## src/rtl/periph_gpio_intc_if.sv

```systemverilog
// Split read/write register-bus bundle (Wishbone FASM style) for periph_gpio_intc.
// The master drives strobes/address/data; the slave returns read data and acks.
interface periph_gpio_intc_if #(
  parameter int ADDR_BITS = 4
);
  logic                 WB_RD_STB_I;
  logic [ADDR_BITS-1:0] WB_RD_ADR_I;
  logic [31:0]          WB_RD_DAT_O;
  logic                 WB_RD_ACK_O;

  logic                 WB_WR_STB_I;
  logic                 WB_WR_WE_I;
  logic [3:0]           WB_WR_SEL_I;
  logic [ADDR_BITS-1:0] WB_WR_ADR_I;
  logic [31:0]          WB_WR_DAT_I;
  logic                 WB_WR_ACK_O;

  modport master (
    output WB_RD_STB_I, WB_RD_ADR_I,
    input  WB_RD_DAT_O, WB_RD_ACK_O,
    output WB_WR_STB_I, WB_WR_WE_I, WB_WR_SEL_I, WB_WR_ADR_I, WB_WR_DAT_I,
    input  WB_WR_ACK_O
  );

  modport slave (
    input  WB_RD_STB_I, WB_RD_ADR_I,
    output WB_RD_DAT_O, WB_RD_ACK_O,
    input  WB_WR_STB_I, WB_WR_WE_I, WB_WR_SEL_I, WB_WR_ADR_I, WB_WR_DAT_I,
    output WB_WR_ACK_O
  );
endinterface

```

## src/rtl/periph_gpio_intc.sv

```systemverilog
// GPIO port plus external-interrupt controller (enable, edge/level mode, W1C pending).
// Optional per-source input debounce is built when PERIPH_INTX_DEBOUNCE_EN is defined.
module periph_gpio_intc #(
  parameter int NUM_GPIOS    = 32,
  parameter int NUM_INTX     = 8,
  parameter int SYNC_STAGES  = 2,
  parameter int ADDR_BITS    = 4,
  parameter int DEBOUNCE_CYC = 16
) (
  input  logic                 clk,
  input  logic                 reset,
  periph_gpio_intc_if.slave    bus,
  input  logic [NUM_INTX-1:0]  INTx,
  input  logic [NUM_GPIOS-1:0] gpio_in,
  output logic [NUM_GPIOS-1:0] gpio_out,
  output logic                 int_gen
);

  localparam logic [ADDR_BITS-1:0] A_GPIO_OUT = ADDR_BITS'(0);
  localparam logic [ADDR_BITS-1:0] A_GPIO_IN  = ADDR_BITS'(1);
  localparam logic [ADDR_BITS-1:0] A_INT_EN   = ADDR_BITS'(2);
  localparam logic [ADDR_BITS-1:0] A_INT_MODE = ADDR_BITS'(3);
  localparam logic [ADDR_BITS-1:0] A_INT_PEND = ADDR_BITS'(4);
  localparam logic [ADDR_BITS-1:0] A_INT_RAW  = ADDR_BITS'(5);

  logic [NUM_INTX-1:0]  intx_sync [SYNC_STAGES];
  logic [NUM_GPIOS-1:0] gpio_sync [SYNC_STAGES];
  logic [NUM_INTX-1:0]  intx_stable;
  logic [NUM_GPIOS-1:0] gpio_stable;
  logic [NUM_INTX-1:0]  intx_prev;

  logic [NUM_INTX-1:0]  int_en;
  logic [NUM_INTX-1:0]  int_mode;
  logic [NUM_INTX-1:0]  int_pend;
  logic [NUM_INTX-1:0]  pend_nxt;
  logic [NUM_INTX-1:0]  rise;
  logic [NUM_INTX-1:0]  w1c_mask;
  logic [NUM_INTX-1:0]  rearm_mask;
  logic [NUM_INTX-1:0]  wr_low;

  logic        wr_fire;
  logic        wr_gpio_out;
  logic        wr_int_en;
  logic        wr_int_mode;
  logic        wr_int_pend;
  logic        wr_ack;
  logic        rd_ack;
  logic [31:0] rd_dat;
  logic [31:0] rd_mux;

  // Both asynchronous input groups cross into the clock domain here.
  always_ff @(posedge clk or posedge reset) begin
    if (reset) begin
      for (int i = 0; i < SYNC_STAGES; i++) begin
        intx_sync[i] <= '0;
        gpio_sync[i] <= '0;
      end
    end else begin
      intx_sync[0] <= INTx;
      gpio_sync[0] <= gpio_in;
      for (int i = 1; i < SYNC_STAGES; i++) begin
        intx_sync[i] <= intx_sync[i-1];
        gpio_sync[i] <= gpio_sync[i-1];
      end
    end
  end

  assign gpio_stable = gpio_sync[SYNC_STAGES-1];

`ifdef PERIPH_INTX_DEBOUNCE_EN
  localparam int CNT_W = $clog2(DEBOUNCE_CYC);

  logic [CNT_W-1:0]    deb_cnt [NUM_INTX];
  logic [NUM_INTX-1:0] intx_deb;
  logic [NUM_INTX-1:0] intx_raw_s;

  assign intx_raw_s = intx_sync[SYNC_STAGES-1];

  // A source only flips once DEBOUNCE_CYC back-to-back samples disagree with it.
  always_ff @(posedge clk or posedge reset) begin
    if (reset) begin
      intx_deb <= '0;
      for (int k = 0; k < NUM_INTX; k++) deb_cnt[k] <= '0;
    end else begin
      for (int k = 0; k < NUM_INTX; k++) begin
        if (intx_raw_s[k] == intx_deb[k]) begin
          deb_cnt[k] <= '0;
        end else if (deb_cnt[k] == CNT_W'(DEBOUNCE_CYC - 1)) begin
          intx_deb[k] <= intx_raw_s[k];
          deb_cnt[k]  <= '0;
        end else begin
          deb_cnt[k] <= deb_cnt[k] + 1'b1;
        end
      end
    end
  end

  assign intx_stable = intx_deb;
`else
  assign intx_stable = intx_sync[SYNC_STAGES-1];
`endif

  assign wr_fire     = bus.WB_WR_STB_I & bus.WB_WR_WE_I;
  assign wr_gpio_out = wr_fire && (bus.WB_WR_ADR_I == A_GPIO_OUT);
  assign wr_int_en   = wr_fire && (bus.WB_WR_ADR_I == A_INT_EN);
  assign wr_int_mode = wr_fire && (bus.WB_WR_ADR_I == A_INT_MODE);
  assign wr_int_pend = wr_fire && (bus.WB_WR_ADR_I == A_INT_PEND);
  assign wr_low      = bus.WB_WR_DAT_I[NUM_INTX-1:0];

  // Only GPIO_OUT is byte-laned; the interrupt registers take the full word.
  always_ff @(posedge clk or posedge reset) begin
    if (reset) begin
      gpio_out <= '0;
      int_en   <= '0;
      int_mode <= '0;
      wr_ack   <= 1'b0;
    end else begin
      wr_ack <= wr_fire;
      if (wr_gpio_out) begin
        for (int b = 0; b < NUM_GPIOS / 8; b++) begin
          if (bus.WB_WR_SEL_I[b]) gpio_out[b*8 +: 8] <= bus.WB_WR_DAT_I[b*8 +: 8];
        end
      end
      if (wr_int_en)   int_en   <= wr_low;
      if (wr_int_mode) int_mode <= wr_low;
    end
  end

  // A new rise beats a same-cycle W1C; a level->edge switch drops the bit until the next rise.
  assign rise       = intx_stable & ~intx_prev;
  assign w1c_mask   = wr_int_pend ? wr_low : '0;
  assign rearm_mask = wr_int_mode ? (wr_low & ~int_mode) : '0;

  always_comb begin
    pend_nxt = '0;
    pend_nxt = ~rearm_mask &
               ((int_mode & ((int_pend & ~w1c_mask) | rise)) |
                (~int_mode & intx_stable));
  end

  always_ff @(posedge clk or posedge reset) begin
    if (reset) begin
      intx_prev <= '0;
      int_pend  <= '0;
      int_gen   <= 1'b0;
    end else begin
      intx_prev <= intx_stable;
      int_pend  <= pend_nxt;
      int_gen   <= |(int_pend & int_en);
    end
  end

  always_comb begin
    rd_mux = '0;
    case (bus.WB_RD_ADR_I)
      A_GPIO_OUT: rd_mux = 32'(gpio_out);
      A_GPIO_IN:  rd_mux = 32'(gpio_stable);
      A_INT_EN:   rd_mux = 32'(int_en);
      A_INT_MODE: rd_mux = 32'(int_mode);
      A_INT_PEND: rd_mux = 32'(int_pend);
      A_INT_RAW:  rd_mux = 32'(intx_stable);
      default:    rd_mux = '0;
    endcase
  end

  // Read data is captured from pre-write register state, so a colliding write is not visible yet.
  always_ff @(posedge clk or posedge reset) begin
    if (reset) begin
      rd_dat <= '0;
      rd_ack <= 1'b0;
    end else begin
      rd_ack <= bus.WB_RD_STB_I;
      if (bus.WB_RD_STB_I) rd_dat <= rd_mux;
    end
  end

  assign bus.WB_RD_DAT_O = rd_dat;
  assign bus.WB_RD_ACK_O = rd_ack;
  assign bus.WB_WR_ACK_O = wr_ack;

endmodule

```

## src/flat_wrapper.sv

```systemverilog
// flat-port wrapper written by rule: the top's interface ports become plain ports
module periph_gpio_intc_flat 
#(
  parameter int NUM_GPIOS    = 32,
  parameter int NUM_INTX     = 8,
  parameter int SYNC_STAGES  = 2,
  parameter int ADDR_BITS    = 4,
  parameter int DEBOUNCE_CYC = 16
)
  (clk, reset, INTx, gpio_in, gpio_out, int_gen, bus_WB_RD_STB_I, bus_WB_RD_ADR_I, bus_WB_RD_DAT_O, bus_WB_RD_ACK_O, bus_WB_WR_STB_I, bus_WB_WR_WE_I, bus_WB_WR_SEL_I, bus_WB_WR_ADR_I, bus_WB_WR_DAT_I, bus_WB_WR_ACK_O);
  periph_gpio_intc_if #(.ADDR_BITS(ADDR_BITS)) bus_i ();
  input  logic clk;
  input  logic reset;
  input  logic [NUM_INTX-1:0] INTx;
  input  logic [NUM_GPIOS-1:0] gpio_in;
  output logic [NUM_GPIOS-1:0] gpio_out;
  output logic int_gen;
  input wire logic [$bits(bus_i.WB_RD_STB_I)-1:0] bus_WB_RD_STB_I;
  input wire logic [$bits(bus_i.WB_RD_ADR_I)-1:0] bus_WB_RD_ADR_I;
  output wire logic [$bits(bus_i.WB_RD_DAT_O)-1:0] bus_WB_RD_DAT_O;
  output wire logic [$bits(bus_i.WB_RD_ACK_O)-1:0] bus_WB_RD_ACK_O;
  input wire logic [$bits(bus_i.WB_WR_STB_I)-1:0] bus_WB_WR_STB_I;
  input wire logic [$bits(bus_i.WB_WR_WE_I)-1:0] bus_WB_WR_WE_I;
  input wire logic [$bits(bus_i.WB_WR_SEL_I)-1:0] bus_WB_WR_SEL_I;
  input wire logic [$bits(bus_i.WB_WR_ADR_I)-1:0] bus_WB_WR_ADR_I;
  input wire logic [$bits(bus_i.WB_WR_DAT_I)-1:0] bus_WB_WR_DAT_I;
  output wire logic [$bits(bus_i.WB_WR_ACK_O)-1:0] bus_WB_WR_ACK_O;
  assign bus_i.WB_RD_STB_I = bus_WB_RD_STB_I;
  assign bus_i.WB_RD_ADR_I = bus_WB_RD_ADR_I;
  assign bus_WB_RD_DAT_O = bus_i.WB_RD_DAT_O;
  assign bus_WB_RD_ACK_O = bus_i.WB_RD_ACK_O;
  assign bus_i.WB_WR_STB_I = bus_WB_WR_STB_I;
  assign bus_i.WB_WR_WE_I = bus_WB_WR_WE_I;
  assign bus_i.WB_WR_SEL_I = bus_WB_WR_SEL_I;
  assign bus_i.WB_WR_ADR_I = bus_WB_WR_ADR_I;
  assign bus_i.WB_WR_DAT_I = bus_WB_WR_DAT_I;
  assign bus_WB_WR_ACK_O = bus_i.WB_WR_ACK_O;
  periph_gpio_intc #(.NUM_GPIOS(NUM_GPIOS), .NUM_INTX(NUM_INTX), .SYNC_STAGES(SYNC_STAGES), .ADDR_BITS(ADDR_BITS), .DEBOUNCE_CYC(DEBOUNCE_CYC)) u_core (.clk(clk), .reset(reset), .bus(bus_i), .INTx(INTx), .gpio_in(gpio_in), .gpio_out(gpio_out), .int_gen(int_gen));
endmodule
```

## config.mk

```make
export PLATFORM = sky130hd
export DESIGN_NAME = periph_gpio_intc_flat
export DESIGN_NICKNAME = d
export VERILOG_FILES = /design/src/rtl/periph_gpio_intc_if.sv /design/src/rtl/periph_gpio_intc.sv /design/src/flat_wrapper.sv
export SDC_FILE = /design/constraint.sdc
export NUM_CORES = 1
export LEC_CHECK = 0
export CORE_AREA = 2 2 140 142
export DETAILED_ROUTE_END_ITERATION = 12
export DIE_AREA = 0 0 142 144
export GPL_TIMING_DRIVEN = 0
export PLACE_DENSITY = 0.57
export SLEW_MARGIN = 15
export SYNTH_ARGS = -nofsm -noshare
export SYNTH_HDL_FRONTEND = slang
export SYNTH_SLANG_ARGS = --single-unit
```

## constraint.sdc

```tcl
create_clock -name clk -period 6.6 [get_ports clk]
set_clock_uncertainty 0.05 [all_clocks]
set_input_delay 0.99 -clock clk [delete_from_list [all_inputs] [get_ports clk]]
set_output_delay 0.99 -clock clk [all_outputs]
set_load 0.02 [all_outputs]
```

### Yosys cells after proc, flatten, opt, wreduce, memory -nomap -nowiden

Cells that the tools add are included.
Widths: inputs -> output; s select.

| word-level totals | value |
|---|---|
| register bits after elaboration | 179 |
| output and inout port bits | 67 |
| logic and storage cells | 52 |

| cells by class | value |
|---|---|
| eq/ne operators | 8 |
| multiplexer cells | 3 |
| bitwise logic cells | 14 |
| reductions and logical operators | 11 |

Operator list:

| cell | number |
|---|---|
| $pmux 32 s6 | 1 |
| $and 8x8->8 | 7 |
| $not 8->8 | 4 |
| $eq 4x2->1 const B | 4 |
| $mux 8 | 2 |
| $or 8x8->8 | 2 |
| $eq 4x3->1 const B | 3 |
| $logic_not 4->1 | 2 |
| $reduce_and 2->1 | 4 |
| $reduce_or 8->1 | 1 |
| $eq 4x1->1 const B | 1 |
| $logic_and 1x1->1 | 4 |
| $and 1x1->1 | 1 |

### Logic depth before layout (Yosys ltp)

| depth | value |
|---|---|
| word-level depth | 9 |
| mapped depth | 5 |
| gate-level depth less buffers | 3 |

### Least setup slack after synthesis

Ideal clock, no wire load.

| timing path | value |
|---|---|
| path kind | input to register |
| start | input bus_WB_WR_ADR_I[3] |
| end | register u_core.int_en[0] |
| data arrival time | 2.215 ns |
| data required time | 6.425 ns |
| setup slack | 4.210 ns |
| stages on the path | 4 |
| buffers on the path | 1 |
| path through | or3b_1 -> buf_6 -> nor3b_4 -> mux2_2 |

| on the way | value |
|---|---|
| longest elaborated chain between the ends | 2 |

Ends and longest elaborated chain:

| element | line | RTL |
|---|---|---|
| start, declared | flat_wrapper.sv:25 | `input wire logic [$bits(bus_i.WB_WR_ADR_I)-1:0] bus_WB_WR_ADR_I;` |
| $eq 4x2->1 | periph_gpio_intc.sv:105 | `assign wr_int_en = wr_fire && (bus.WB_WR_ADR_I == A_INT_EN);` |
| $logic_and 1x1->1 | periph_gpio_intc.sv:105 |  |
| end signal, assigned | periph_gpio_intc.sv:124 | `if (wr_int_en) int_en <= wr_low;` |
| end, declared | periph_gpio_intc.sv:32 | `logic [NUM_INTX-1:0] int_en;` |

No other way between the ends.
A chain may end at the register's enable or synchronous reset.

==> impl_metrics.py <==
metrics = {
    "clock_tree": {
        "cts_hold_repair.buffers": 0,
        "worstSkewPairLatency_ns": 0.43,
        "cts_tree": "built",
        "cts-buffers-inserted": 17,
        "clkSlewWorstSetupHoldPaths_ns": 0.07,
        "ctsResizeCount": 0,
        "cts_root_buffer": "sky130_fd_sc_hd__clkbuf_16",
        "postCtsSetupRepairBufs": 0,
        "h_tree_depth": 4,
        "largest_buffer_count_on_any_clock_path": 2,
        "clock_sink_count": 179,
    },
    "critical_path": {
        "crit_path_dat_ns": 3.07,
        "crit_chain": "clkdlybuf4s50_1 -> nand2b_1 -> nor3b_1 -> a221o_1",
        "worstSetupPathType": "primary input to flop",
        "r2r_setup_slack_ns": 5.34,
        "r2r-end": "u_core.int_pend[2]",
        "worst_setup_path_startpoint": "bus_WB_RD_STB_I",
        "worstSetupStartpointType": "primary input",
        "critical-path-slowest-cell": "sky130_fd_sc_hd__nor3b_1",
        "cp_top_family": "simple AND/OR/NAND/NOR gates",
        "highest_net_fanout_along_the_worst_path": 8,
        "critical_path.n_buffers_inverters": 1,
        "worstReg2RegStart": "u_core.int_pend[2]",
        "critical-path-max-stage-delay_ns": 1.01,
        "critical_path.endpoint": "u_core.bus.WB_RD_DAT_O[5]",
        "cp_num_cells": 4,
        "worst_setup_path_end_kind": "flop",
        "worst-r2r-cell-count": 3,
        "cp.required_ns": 6.91,
    },
    "placement": {
        "port-buffer-count": 154,
        "globalplace.congestion": 0.7858,
        "detailed_place.area_sq_um": 8357,
        "place_hpwl_um": 10710,
        "placed_cells": 825,
    },
    "layout": {
        "mostFrequentLayoutCell": "sky130_fd_sc_hd__dfrtp_1",
        "n_antenna_cell": 0,
        "fillCellCount": 1702,
        "leading_cell_types_in_the_layout_fill_and_taps_excluded": "sky130_fd_sc_hd__dfrtp_1, sky130_fd_sc_hd__clkdlybuf4s50_1, sky130_fd_sc_hd__mux2_2",
        "synthToLayoutAreaGrowth_pct": 37.97,
        "layout.nets": 695,
        "post_layout_nonfiller_instances": 856,
        "share_of_post_route_cells_with_drive_strength_above_1_pct": 16.83,
        "final_instance_area_sq_um": 8944,
    },
    "floorplan": {
        "core_region_area_sq_um": 19080,
        "die_w_um": 142,
        "io_pins": 156,
        "floorplan_die_area_sq_um": 20450,
        "rows": 51,
        "die_h_um": 144,
        "initial_utilization_pct": 33.98,
    },
    "power": {
        "total_power_w": 0.002602,
        "max-vdd-ir-drop_mv": 0.1569,
        "p_leak_nw": 3.919,
        "pwr_density_cell_nw_per_um2": 290.9,
    },
    "routing": {
        "drt_iter0_drc": 294,
        "drt-vias-per-instance": 4.789,
        "route.detailed.drc": 0,
        "firstDrtPassIters": 4,
        "drt.antenna.violating_nets": 0,
        "dr_total_vias": 4099,
        "wl_per_cell_um": 18.29,
        "drt-total-wl_um": 15660,
    },
    "sta": {
        "timing.final.max_slew_violations": 0,
        "achievable-frequency_mhz": 362.4,
        "transition_time_at_the_pin_with_the_least_slew_margin_ns": 1.265,
        "setup_violations": 0,
        "hold_violation_total_from_the_final_report": 0,
        "slew_headroom_pct": 15.46,
        "final.min_clock_period_ns": 2.760,
        "final.hold.worst_slack_ns": 0.2967,
        "grt_setup_unrepaired": "no",
        "layout_worst_path_cycle_share_pct": 41.81,
    },
    "yosys": {
        "synth_cell_type_count": 34,
        "yosys_warning_total": 0,
        "synth_fp_nets": 521,
        "synth-seq-area-share_pct": 69.10,
        "netlist_area_sq_um": 6482,
        "synth.ff_latch_count": 179,
        "syn_avg_cell_area_sq_um": 15.01,
        "synth_cells": 432,
    },
    "status": {
        "status": "finished clean",
    },
    "global_routing": {
        "antenna_found_initial": 0,
        "gr-total-overflow": 0,
        "grt_util_all_layers_pct": 15.99,
        "grt_first_pass_wirelength_um": 24720,
        "number_of_global_route_vias_before_repair": 4504,
        "grt_max_degree": 95,
    },
    "min_path": {
        "hp-class": "flop to flop",
    },
    "flow_run": {
        "cap_viol_max_count": 0,
    },
}
==> routing by layer <==
layer | up-vias | share of wire (%) | GRT usage, %
li1 | 1889 | - | -
met2 | 100 | 51 | 26.04
met4 | 0 | 1.0 | 4.895
met1 | 2099 | 45 | 21.44
met5 | - | 0 | 0
met3 | 11 | 3.7 | 3.675
==> area by class of cell <==
type	instances	area, sq um	area share (%)
Clock inverter	13	147.6	1.651
Multi-Input combinational cell	202	1799	20.12
Buffer	16	72.57	0.8114
Inverter	35	138.9	1.553
Clock buffer	18	439.2	4.910
Tap cell	238	297.8	3.330
Sequential cell	179	4479	50.08
Timing Repair Buffer	155	1569	17.54
==> cells by family (layout without fill, tap and decap cells) <==
family                 Yosys count  count (layout)  share of synthesized area, %
DFF                            179             179                         69.10
muxes                           96              96                         15.90
AOI/OAI and AO/OA               69              69                         7.952
buffers and inverters           51             237                         3.146
and+or+nand+nor                 37              37                         3.899
==> worst min path at each step <==
stage | from | to | cells past startpoint | slack (ns)
floorplan | u_core.gpio_sync[32] | u_core.gpio_stable[0] | 0 | 0.28
global placement | u_core.gpio_sync[35] | u_core.gpio_stable[3] | 0 | 0.28
detailed placement | u_core.gpio_sync[50] | u_core.gpio_stable[18] | 0 | 0.28
CTS | u_core.gpio_sync[46] | u_core.gpio_stable[14] | 0 | 0.30
global route | u_core.gpio_sync[55] | u_core.gpio_stable[23] | 0 | 0.30
finish | u_core.gpio_sync[46] | u_core.gpio_stable[14] | 0 | 0.30
==> sequential cells by signal, summed over array words and instances (netlist names) <==
register / flops
u_core.gpio_stable: 32
u_core.intx_sync: 8
u_core.gpio_sync: 32
u_core.bus.WB_RD_ACK_O: 1
u_core.int_pend: 8
u_core.bus.WB_WR_ACK_O: 1
u_core.bus.WB_RD_DAT_O: 32
u_core.intx_stable: 8
u_core.int_gen: 1
u_core.int_mode: 8
u_core.int_en: 8
u_core.gpio_out: 32
u_core.intx_prev: 8
==> synth_stat cells, drive strengths merged <==
library cell / number / area (sq um)
a21boi: 6 / 45.04
a21oi: 1 / 5.000
a221o: 8 / 80.08
a221oi: 2 / 17.52
a22oi: 4 / 30.03
and2: 1 / 6.260
and4bb: 1 / 12.51
buf: 7 / 38.79
clkbuf: 9 / 33.78
dfrtp: 179 / 4479
inv: 35 / 131.4
mux2: 56 / 630.6
mux2i: 40 / 400.4
nand2: 6 / 22.52
nand2b: 2 / 12.51
nand3: 5 / 45.04
nand4: 1 / 6.260
nand4bb: 1 / 11.26
nor2: 4 / 17.52
nor2b: 10 / 62.56
nor3b: 2 / 26.28
o21ai: 2 / 10.01
o221a: 2 / 22.52
o22ai: 32 / 200.2
o311ai: 6 / 52.55
o41ai: 6 / 52.55
or3: 2 / 12.51
or3b: 2 / 17.52
==> where the power goes <==
group / total [W] / switching (W) / internal [W]
registers: 0.00125 / 0.0000602 / 0.00119
clock network: 0.00101 / 0.000438 / 0.000572
logic: 0.000346 / 0.000158 / 0.000188
total: 0.00260 / 0.000656 / 0.00195
==> stage by stage <==
step | setup slack, ns | utilization (%) | setup TNS [ns]
detailed placement | 3.415 | 43.80 | 0
global route | 3.735 | 46.88 | 0
CTS | 3.867 | 46.88 | 0
floorplan | 0.7014 | - | 0
global placement | -1.500 | 43.62 | -266.34
finish | 3.840 | 46.88 | 0
Note: power is estimated with default switching activity, not from simulation.
==> patch 1 (same settings) <==
`NUM_GPIOS` is set to 32 in 2 places; all go to 16.
--- a/src/rtl/periph_gpio_intc.sv
+++ b/src/rtl/periph_gpio_intc.sv
@@ -2,5 +2,5 @@
 // Optional per-source input debounce is built when PERIPH_INTX_DEBOUNCE_EN is defined.
 module periph_gpio_intc #(
-  parameter int NUM_GPIOS    = 32,
+  parameter int NUM_GPIOS    = 16,
   parameter int NUM_INTX     = 8,
   parameter int SYNC_STAGES  = 2,
--- a/src/flat_wrapper.sv
+++ b/src/flat_wrapper.sv
@@ -2,5 +2,5 @@
 module periph_gpio_intc_flat 
 #(
-  parameter int NUM_GPIOS    = 32,
+  parameter int NUM_GPIOS    = 16,
   parameter int NUM_INTX     = 8,
   parameter int SYNC_STAGES  = 2,
Interface: changed (resized gpio_in and gpio_out); port bits go from 156 to 124. No check against the original RTL was run, so the function may have changed too.
==> patch 1 against the unedited design <==
Final area shrank 29%. Total power fell by 23%. Routed wire length decreased by 30%. Die area unchanged. Register-to-register slack is essentially flat. Synthesized area decreased by 31%. Sequential cell count fell by 64. Worst setup slack improved by 260 ps. Largest power group is now the clock network. Highest routed layer unchanged.
==> patch 1: results (changes against the unedited design) <==
stage	metric	value	unit	change
power_and_ir_drop	Sw Pwr	0.464	mW	-29%
worst_setup_path	FF-to-FF Start	u_core.int_mode[5]$_DFFE_PP0N_		
worst_hold_path	min-delay src	u_core.gpio_sync[24]$_DFF_PP0_		
sta	worst slew pin tran	714	ps	-552 ps
placed_design	dpl hpwl	7690	µm	-28%
power_and_ir_drop	Pleak	2.79	nW	-29%
drt	vias post-DR	2914		-29%
drt	Routed met3 length	516	µm	-12%
worst_setup_path	flop2flop setup slack	5330	ps	about the same
synth	most frequent cells after synthesis	115 x dfrtp_1, 32 x mux2_2, 32 x mux2i_1, 18 x buf_4, 10 x inv_1		
placed_design	Post-DP Area	5750	µm²	-31%
placed_design	placed cell count	647		-22%
drt	drt first-iter violations	145		-51%
worst_setup_path	worst r2r dst	u_core.int_pend[5]$_DFF_PP0_		
drt	routed wire length	11000	µm	-30%
clock_network	clock insertion delay at the later pin of the skew report	410	ps	-20 ps
drt	WL met1	5070	µm	-27%
worst_setup_path	slowest stage delay, CP	640	ps	-370 ps
worst_setup_path	Crit-path slowest cell	clkdlybuf4s50_1		
synth	largest cells by area after synthesis	dfrtp_1 64%, mux2_2 8.0%, mux2i_1 7.2%		
placed_design	gp weighted congestion	0.774		-1.5%
synth	library cells used by synthesis	35		+2.9%
synth	sequential fraction of the synthesis area	64.3	%	-4.8 points
placed_design	number of port buffers	88		-43%
drt	WL met2	5230	µm	-34%
clock_network	Worst-path clk slew	50	ps	-20 ps
sta	Hold WS	294	ps	-2.39 ps
run_status	outcome	finished clean		
global_route	vias in the first global route	3011		-33%
power_and_ir_drop	VDD IR-drop max	0.000167	V	+6.7%
global_route	first-pass GRT wire length	17100	µm	-31%
drt	routed len/inst	16.2	µm	-11%
cells_and_area	fin nets	501		-28%
cells_and_area	layout cells sized above 1	21.8	%	+5.0 points
synth	Async S/R FF share, synth	100	%	unchanged
global_route	total global routing track utilization	11.4	%	-4.6 points
global_route	largest net degree at the start of global routing	66		-31%
sta	final setup margin	4100	ps	+263 ps
worst_setup_path	Worst Path Arrival	1460	ps	-1610 ps
worst_setup_path	crit path max fanout	2		-6
worst_hold_path	worst hold path endpoint	u_core.gpio_stable[8]$_DFF_PP0_		
-- patch 1: cell families after synthesis --
kind of cell / synth area share (%)
AND/OR/NAND/NOR: 5.62
other: 0.0837
flip-flops: 64.3
AO/OA/AOI/OAI: 9.19
multiplexers: 15.2
buffers and inverters: 5.64
-- patch 1: power by group through the flow --
stage                     Clock, mW  Combinational, mW  Sequential [mW]
after floorplan                   0              0.115            0.838
after global placement            0              0.238            0.824
after detailed placement          0              0.246            0.827
after CTS                     0.969              0.247            0.815
after global routing           1.01              0.264            0.824
final                         0.949              0.244            0.815
-- patch 1: final cells by class --
| type | instances | area [µm²] |
|---|---|---|
| fillers | 1867 | 12700 |
| multi-input cells | 165 | 1400 |
| clock inverters | 10 | 156 |
| flip-flops and latches | 115 | 2880 |
| plain buffers | 30 | 215 |
| clock buffers | 21 | 460 |
| inverters | 10 | 42.5 |
| repair buffers | 89 | 908 |
| well taps | 238 | 298 |
-- patch 1: per-layer routing --
layer / global-route usage [%] / up-vias
met5: 0 / -
met4: 4.89 / 0
met3: 3.05 / 11
met2: 17.7 / 99
met1: 14.9 / 1460
li1: - / 1344
-- patch 1: how the worst max path moves through the flow --
stage,start,endpoint,cells after the start
final,u_core.bus.WB_RD_DAT_O[0]$_DFFE_PP0P_,bus_WB_RD_DAT_O[0],1
after global routing,u_core.bus.WB_RD_DAT_O[0]$_DFFE_PP0P_,bus_WB_RD_DAT_O[0],1
after CTS,u_core.bus.WB_RD_DAT_O[0]$_DFFE_PP0P_,bus_WB_RD_DAT_O[0],1
after detailed placement,bus_WB_WR_STB_I,u_core.int_mode[0]$_DFFE_PP0N_,4
after global placement,reset,u_core.intx_stable[4]$_DFF_PP0_,2
after floorplan,reset,u_core.bus.WB_RD_ACK_O$_DFF_PP0_,1
==> patch 2 (config.mk and constraints unchanged) <==
Made on the original files. The option `PERIPH_INTX_DEBOUNCE_EN` is turned on by a define.
--- a/src/rtl/periph_gpio_intc.sv
+++ b/src/rtl/periph_gpio_intc.sv
@@ -1,4 +1,6 @@
 // GPIO port plus external-interrupt controller (enable, edge/level mode, W1C pending).
 // Optional per-source input debounce is built when PERIPH_INTX_DEBOUNCE_EN is defined.
+`define PERIPH_INTX_DEBOUNCE_EN
+
 module periph_gpio_intc #(
   parameter int NUM_GPIOS    = 32,
Check against the original RTL: not equivalent (Yosys sat finds a counterexample within 4 cycles, from zero or initial values and one cycle with reset high).
==> patch 2 against the unedited design <==
Sequential cell count up 40. Final area up 23%. Routed wire length up 20%. Die area unchanged. Core utilization up 11 points. Sequential power up 20%. Total power up 22%. Synthesized area up 28%. Worst setup slack better by 1.0 ps. Critical endpoint is now u_core.int_mode[0]$_DFFE_PP0N_. Highest routed layer unchanged.
==> patch 2: results (changes against the unedited design) <==
stage	metric	value	unit	change
cells_and_area	sequential share of cell area	49.8	%	-0.32 points
worst_setup_path	crit path max fanout	10		+2
synth	post-synthesis mux area share	14.8	%	-1.1 points
cells_and_area	layout cells sized above 1	15.2	%	-1.6 points
worst_setup_path	slowest stage delay, CP	500	ps	-510 ps
placed_design	gp weighted congestion	0.783		-0.32%
drt	Routed met3 length	777	µm	+33%
synth	xor and xnor area share after synthesis	1.69	%	+1.7 points
power_and_ir_drop	Pleak	4.81	nW	+23%
placed_design	placed cell count	975		+18%
global_route	GRT met1 Usage	25.0	%	+3.5 points
worst_setup_path	Worst Path Arrival	3080	ps	about the same
global_route	met2 Use GR	31.4	%	+5.3 points
cells_and_area	Fill cells	1542		-9.4%
clock_network	clock insertion delay at the later pin of the skew report	490	ps	+60 ps
synth	compound-cell area share of the yosys netlist	7.39	%	-0.56 points
clock_network	H-tree levels	1		-3
cells_and_area	comb_multi_in	308		+52%
placed_design	number of port buffers	153		-0.65%
global_route	largest net degree at the start of global routing	38		-60%
synth	largest cells by area after synthesis	dfrtp_1 66%, mux2_2 7.1%, mux2i_1 5.2%		
drt	drt first-iter violations	190		-35%
synth	library cells used by synthesis	39		+15%
global_route	met3 Usage GRT	3.25	%	-0.43 points
cells_and_area	fin nets	859		+24%
cells_and_area	Signal buf overhead	15.8	%	-2.5 points
synth	Post-Synth Adder-Cell Area	1.21	%	+1.2 points
cells_and_area	area delta synth->final	33.0	%	
clock_network	total CTS buffers	23		+6
synth	most frequent cells after synthesis	219 x dfrtp_1, 52 x mux2_2, 43 x mux2i_1, 34 x inv_1, 24 x o22ai_1		
drt	WL met2	9490	µm	+20%
worst_setup_path	Crit-path slowest cell	nor2_1		
cells_and_area	clk_buf instances	32		+14
global_route	vias in the first global route	5505		+22%
cells_and_area	multi-input logic portion of the cell area	23.5	%	+3.4 points
placed_design	dpl hpwl	13400	µm	+26%
synth	sequential fraction of the synthesis area	66.2	%	-2.9 points
placed_design	pre-CTS setup slack	3310	ps	-102 ps
drt	routed wire length	18700	µm	+20%
cells_and_area	Inverters excl. clock	34		-2.9%
power_and_ir_drop	internal power	2.44	mW	+25%
placed_design	Post-DP Area	10200	µm²	+23%
cells_and_area	post-route insts no fill	1015		+19%
sta	worst relative slew slack	50.2	%	+35 points
global_route	first-pass GRT wire length	29400	µm	+19%
drt	drt via density	5.19		+8.4%
cells_and_area	sequential cell count	219		+22%
run_status	outcome	finished clean		
cells_and_area	clk tree area frac	7.03	%	+0.47 points
power_and_ir_drop	VDD IR-drop max	0.000198	V	+26%
patch 2: cell types whose count changed in the layout (fill, tap and decap cells not counted), sizes merged, moves of 8 or more:
cell / delta
clkbuf: +13
nand3: +9
dfrtp: +40
nand4b: +8
ha: +8
nand2b: +10
o22ai: -8
a221o: -8
o211ai: +14
xnor2: +16
o22a: +11
a21oi: +19
nor2: +11
patch 2: kinds of logic (layout without fill, tap and decap cells):
logic type / count (synthesis) / in the layout
simple gates: 85 / 85
fa+ha+maj: 8 / 8
flops: 219 / 219
xor+xnor: 16 / 16
buf+inv: 51 / 250
mux: 107 / 107
compound gates: 92 / 92
patch 2: path summary, 6_finish.rpt:
path / from / endpoint / slack, ps / cells after the start
setup / recovery: bus_WB_WR_ADR_I[1] / u_core.int_mode[0]$_DFFE_PP0N_ / 3840 / 5
hold / removal: u_core.gpio_sync[40]$_DFF_PP0_ / u_core.gpio_stable[8]$_DFF_PP0_ / 290 / 0
setup reg to reg: u_core.intx_deb[2]$_DFFE_PP0P_ / u_core.bus.WB_RD_DAT_O[2]$_DFFE_PP0P_ / 5060 / 3
hold reg to reg: u_core.gpio_sync[40]$_DFF_PP0_ / u_core.gpio_stable[8]$_DFF_PP0_ / 290 / 0
max in group asynchronous: reset / u_core.deb_cnt[7]$_DFF_PP0_ / 4250 / 6
min in group asynchronous: reset / u_core.bus.WB_RD_DAT_O[8]$_DFFE_PP0P_ / 920 / 2
patch 2: power groups by stage:
stage               sequential, mW  clock, mW  combinational (mW)
finish                        1.50       1.31               0.354
global route                  1.51       1.40               0.385
CTS                           1.50       1.35               0.360
detailed placement            1.53          0               0.359
global placement              1.52          0               0.342
floorplan                     1.55          0               0.149
